$ cat config.mk
export PLATFORM = sky130hd
export DESIGN_NAME = refrescamiento_display
export DESIGN_NICKNAME = d
export VERILOG_FILES = /design/src/rtl/disp_pkg.sv /design/src/rtl/prescaler_tick.sv /design/src/rtl/refrescamiento_display.sv
export SDC_FILE = /design/constraint.sdc
export NUM_CORES = 1
export LEC_CHECK = 0
export ABC_AREA = 0
export BUFFER_PORTS_ARGS = -buffer_cell sky130_fd_sc_hd__buf_2
export CAP_MARGIN = 20
export CORE_ASPECT_RATIO = 1.75
export CORE_MARGIN = 2
export CORE_UTILIZATION = 53
export DETAILED_ROUTE_END_ITERATION = 16
export PLACE_DENSITY = 0.78
export SLEW_MARGIN = 20
export SYNTH_ARGS = -nofsm -noshare
export SYNTH_HDL_FRONTEND = slang
export SYNTH_SLANG_ARGS = --single-unit
$ cat constraint.sdc
create_clock -name clk -period 3.1 [get_ports clk]
set_input_delay 0.155 -clock clk [delete_from_list [all_inputs] [get_ports clk]]
set_output_delay 0.155 -clock clk [all_outputs]
set_load 0.05 [all_outputs]
$ cat src/rtl/disp_pkg.sv
// Shared types and helpers for the 4-digit 7-segment refresh scanner.
// Pure declarations; no timing or flow-control behaviour of its own.
package disp_pkg;

  typedef logic [1:0] sel_t;
  typedef logic [3:0] bcd_t;

  localparam int MAX_DIGITOS = 4;

  // Out-of-range digit counts clamp: 0 shows one digit, anything above 4 shows all four.
  function automatic logic [2:0] sat_digitos(input logic [2:0] n);
    if (n == 3'd0) begin
      return 3'd1;
    end else if (n > 3'(MAX_DIGITOS)) begin
      return 3'(MAX_DIGITOS);
    end else begin
      return n;
    end
  endfunction

  function automatic bcd_t nibble(input logic [15:0] v, input sel_t s);
    return v[{s, 2'b00} +: 4];
  endfunction

endpackage

$ cat src/rtl/prescaler_tick.sv
// Free-running divide-by-DIV counter; tick is high during the last count (combinational, 0-cycle).
// en=0 freezes the count so a paused scan resumes exactly where it stopped.
module prescaler_tick #(
  parameter int DIV = 10
) (
  input  logic clk,
  input  logic rst_n,
  input  logic en,
  output logic tick
);

  localparam int CW = (DIV > 2) ? $clog2(DIV) : 1;
  localparam logic [CW-1:0] LAST = CW'(DIV - 1);
  localparam logic [CW-1:0] ONE  = CW'(1);

  logic [CW-1:0] cnt;

  assign tick = en && (cnt == LAST);

  always_ff @(posedge clk or negedge rst_n) begin
    if (!rst_n) begin
      cnt <= '0;
    end else if (en) begin
      cnt <= tick ? '0 : cnt + ONE;
    end
  end

endmodule

$ cat src/rtl/refrescamiento_display.sv
// Digit refresh scanner: steps the select once per tick, presents the frame-latched BCD nibble.
// Select, digito and frame_start are registered together; en=0 pauses everything and blanks.
module refrescamiento_display
  import disp_pkg::*;
#(
  parameter int CLK_HZ       = 100_000_000,
  parameter int REFRESH_HZ   = 1_000,
  parameter int BLANK_CYCLES = 16
) (
  input  logic        clk,
  input  logic        rst_n,
  input  logic        en,
  input  logic [2:0]  num_digitos,
  input  logic [15:0] valor,
  output logic [1:0]  refrescamiento,
  output logic [3:0]  digito,
  output logic        blank,
  output logic        frame_start
);

  localparam int DIV = CLK_HZ / REFRESH_HZ;
  localparam int BW  = (BLANK_CYCLES > 0) ? $clog2(BLANK_CYCLES + 1) : 1;
  localparam logic [BW-1:0] BLANK_LOAD = BW'(BLANK_CYCLES);
  localparam logic [BW-1:0] BLANK_ONE  = BW'(1);

  logic          tick;
  sel_t          sel;
  sel_t          last_sel;
  sel_t          sel_nxt;
  logic          wrap;
  bcd_t          dig;
  logic          fs;
  logic [15:0]   snap;
  logic [2:0]    act;
  logic [BW-1:0] bcnt;

  prescaler_tick #(
    .DIV(DIV)
  ) u_prescaler (
    .clk  (clk),
    .rst_n(rst_n),
    .en   (en),
    .tick (tick)
  );

  assign last_sel = sel_t'(act - 3'd1);
  assign wrap     = (sel == last_sel);
  assign sel_nxt  = wrap ? sel_t'(0) : sel + sel_t'(1);

  // The nibble is chosen from the value the select is about to take, so both update on one edge.
  always_ff @(posedge clk or negedge rst_n) begin
    if (!rst_n) begin
      sel  <= '0;
      dig  <= '0;
      fs   <= 1'b0;
      snap <= '0;
      act  <= 3'(MAX_DIGITOS);
    end else begin
      fs <= tick && wrap;
      if (tick) begin
        sel <= sel_nxt;
        if (wrap) begin
          snap <= valor;
          act  <= sat_digitos(num_digitos);
          dig  <= nibble(valor, sel_t'(0));
        end else begin
          dig  <= nibble(snap, sel_nxt);
        end
      end
    end
  end

  always_ff @(posedge clk or negedge rst_n) begin
    if (!rst_n) begin
      bcnt <= BLANK_LOAD;
    end else if (tick) begin
      bcnt <= BLANK_LOAD;
    end else if (en && (bcnt != '0)) begin
      bcnt <= bcnt - BLANK_ONE;
    end
  end

  assign refrescamiento = sel;
  assign digito         = dig;
  assign frame_start    = fs;
  assign blank          = !rst_n || !en || (bcnt != '0);

endmodule

==> flow_summary.toml <==
[power]
ir_drop_mv = 0.372
switching_power_uw = 392
power_frac_comb_pct = 15.3
clock_power_share_pct = 32.1
swShare_pct = 27.3
power_density_mw_per_mm2 = 553
pwr-share-seq_pct = 52.6
internal_power_uw = 1040
p_leak_uw = 0.00124

[global_routing]
grt_pass1_wl_um = 7410
antenna_found_initial = 0
grt_max_degree = 48
first_global_vias = 1717
grt_overflow_total = 0
grtUsageTotal_pct = 20.6

[synth]
ys_ff_latch = 47
synth_edf_count = 0
synth_area_leaders = "dfrtp_1, mux2_4, mux2_2, xnor2_1, nor2_1"
async_reset_ff_share_pct = 100
syn-cell-area_mm2 = 0.00232
yosysWarnings = 0
yosysUniqueCellTypes = 41
yosysMostFrequentCell = "dfrtp_1"
netlist_top_cells_count = "dfrtp_1, nor2_1, nand2_1"
yosysTopAreaCell = "dfrtp_1"
synth_top_area_share_pct = 49.7
synthesis.area_per_instance_um2 = 11.5
postSynthCellCount = 202
synth_ff_type = "dfrtp_1"
syn_nets = 226
ys_seq_area_share_pct = 50.8

[sta]
finClkSkew_ps = 7.93
period_needed_ps = 2090
hold_viol = 19
slew_headroom_pct = 46.2
tns_ps = 0
setup_viol = 0
post-route-period-util_pct = 67.5
drv_slew = 0
setup_ws_ps = 1010
rsz0062_at_grt = "no"
worst_pin_slew_ps = 797
fmax_ghz = 0.478
hold_slack_ps = -21.8

[final_layout]
final_core_util_pct = 61.9
fin_area_mm2 = 0.00259
antennaDiodeCount = 0
drive_above_1_share_pct = 28.6
area_growth_syn_to_layout_pct = 11.9
fill_cells = 346
fin_nets = 257

[worst_hold_path]
hold_class = "input port to asynchronous set/reset pin"

[floorplan]
placementRows = 31
dieArea_mm2 = 0.00494
die_x_um = 54.0
ioPinCount = 30
initial_core_util_pct = 55.3
coreArea_mm2 = 0.00419
die_y_um = 91.5

[placed_design]
dpl_cell_area_mm2 = 0.00247
hpwl_um = 3370
post-place-ws_ps = 1010
place_congestion = 0.821
port_buffers = 29

[worst_setup_path]
cp_slowest_cell = "dfrtp_1"
cp.arrival_ps = 2280
startpoint_type = "register"
crit_required_ps = 3280
worstPathMaxFanout = 18
crit_path_end_kind = "register"
crit_type = "register to register"
slowest_delay_ps = 430
path_cells = "ha_1, nand2_4, nor4b_4, and4_1, and2_4, mux2_2"

[drt]
via_per_inst = 5.76
met1_length_um = 1680
drc = 0
initialDrtViolationCount = 44
wl_met3_um = 139
antenna_left = 0
vias = 1629
wire_per_inst_um = 16.0
wirelength_um = 4540
dr.pass1.iters = 4
top_layer_used = "met4"
dr_wl_met2_um = 2590

[clock_network]
cts.clk_slew.worst_paths_ps = 90
post_cts_buffers = 0
root_buffer = "clkbuf_8"
postCtsHoldBufs = 0
numCtsBuffers = 5
cts_tree = "built"
ctsHtreeMaxLevel = 2
clock_sinks = 47
clk_latency_ps = 300
cts_resized = 0
cts_buffer_depth = 2

[outcome]
violations = "hold timing"
outcome = "finished, violations left"

[job]
cap_violations = 0
[cell usage in the layout, fill, tap and decap left out, types with 2 or more instances in the layout]
| master | n |
|---|---|
| nor2_1 | 20 |
| mux2_4 | 10 |
| xnor2_1 | 9 |
| ha_1 | 2 |
| o21ai_0 | 8 |
| nand4_1 | 7 |
| clkbuf_8 | 6 |
| a21oi_1 | 7 |
| xor2_1 | 8 |
| dfrtp_1 | 46 |
| buf_2 | 29 |
| nor2b_1 | 2 |
| mux2_2 | 9 |
| o22a_1 | 4 |
| nand2_1 | 12 |
| nor3_1 | 2 |
| nor4b_1 | 2 |
| nor4_1 | 4 |
| and3_1 | 3 |
| nand3_1 | 7 |
| nand2b_1 | 4 |
| buf_4 | 3 |
| inv_1 | 6 |
| a22oi_1 | 4 |
| a32oi_1 | 4 |
[power by group through the flow]
| stage | Clock (µW) | Combinational (µW) | Sequential (µW) |
|---|---|---|---|
| 2_1_floorplan | 0 | 164 | 748 |
| 3_3_place_gp | 0 | 208 | 761 |
| 3_5_place_dp | 0 | 221 | 765 |
| 4_1_cts | 471 | 224 | 755 |
| 5_1_grt | 499 | 256 | 769 |
| 6_report | 460 | 220 | 754 |
[worst max-delay path: cells and delay by family (launching register included)]
family	cells	cell delay, ps
multiplexers	1	380
AND/OR/NAND/NOR	4	920
flip-flops	1	430
adder cells (fa/ha/maj)	1	240
[worst paths after layout]
kind                                     from     endpoint  slack (ps)  cells after the start
max                        u_prescaler.cnt[1]      snap[3]        1010                      6
min                                     rst_n     snap[11]         -20                      2
max reg2reg                u_prescaler.cnt[1]      snap[3]        1010                      6
min reg2reg                           bcnt[4]      bcnt[4]         480                      2
max in group asynchronous               rst_n  frame_start        2710                      2
min in group clk                     valor[4]      snap[4]          80                      2
[kinds of logic (layout without fill, tap and decap cells)]
| kind of cell | count (synthesis) | after routing | share of synthesized area, % |
|---|---|---|---|
| AO/OA/AOI/OAI | 29 | 29 | 8.26 |
| XOR/XNOR | 18 | 18 | 7.13 |
| buffers and inverters | 14 | 46 | 4.05 |
| flip-flops | 47 | 47 | 50.8 |
| multiplexers | 21 | 21 | 11.9 |
| AND/OR/NAND/NOR | 71 | 71 | 16.8 |
| adder cells (fa/ha/maj) | 2 | 2 | 1.08 |
[registers in the layout (all words and copies together) (netlist names)]
| register | flops |
|---|---|
| frame_start | 1 |
| u_prescaler.cnt | 17 |
| digito | 4 |
| refrescamiento | 2 |
| bcnt | 5 |
| act | 2 |
| snap | 16 |
[per-stage QoR]
step	instances	hold slack, ps	power [µW]
floorplan	202	-141	912
global placement	275	309	969
detailed placement	275	326	987
CTS	283	4.45	1450
global route	283	31.6	1520
finish	283	-21.8	1430
[per-layer routing]
layer,track usage (%),vias up
met5,0,-
met4,9.79,0
met2,39.3,40
met3,3.45,9
met1,19.3,805
li1,-,775
[cell type report]
type / count / area, µm² / share of cell area (%)
Tap cell: 49 / 61.3 / 2.36
Clock inverter: 2 / 35.0 / 1.35
Multi-Input combinational cell: 141 / 1050 / 40.3
Inverter: 6 / 22.5 / 0.869
Timing Repair Buffer: 32 / 168 / 6.47
Clock buffer: 6 / 82.6 / 3.19
Sequential cell: 47 / 1180 / 45.4
(Power assumes the default switching activity.)
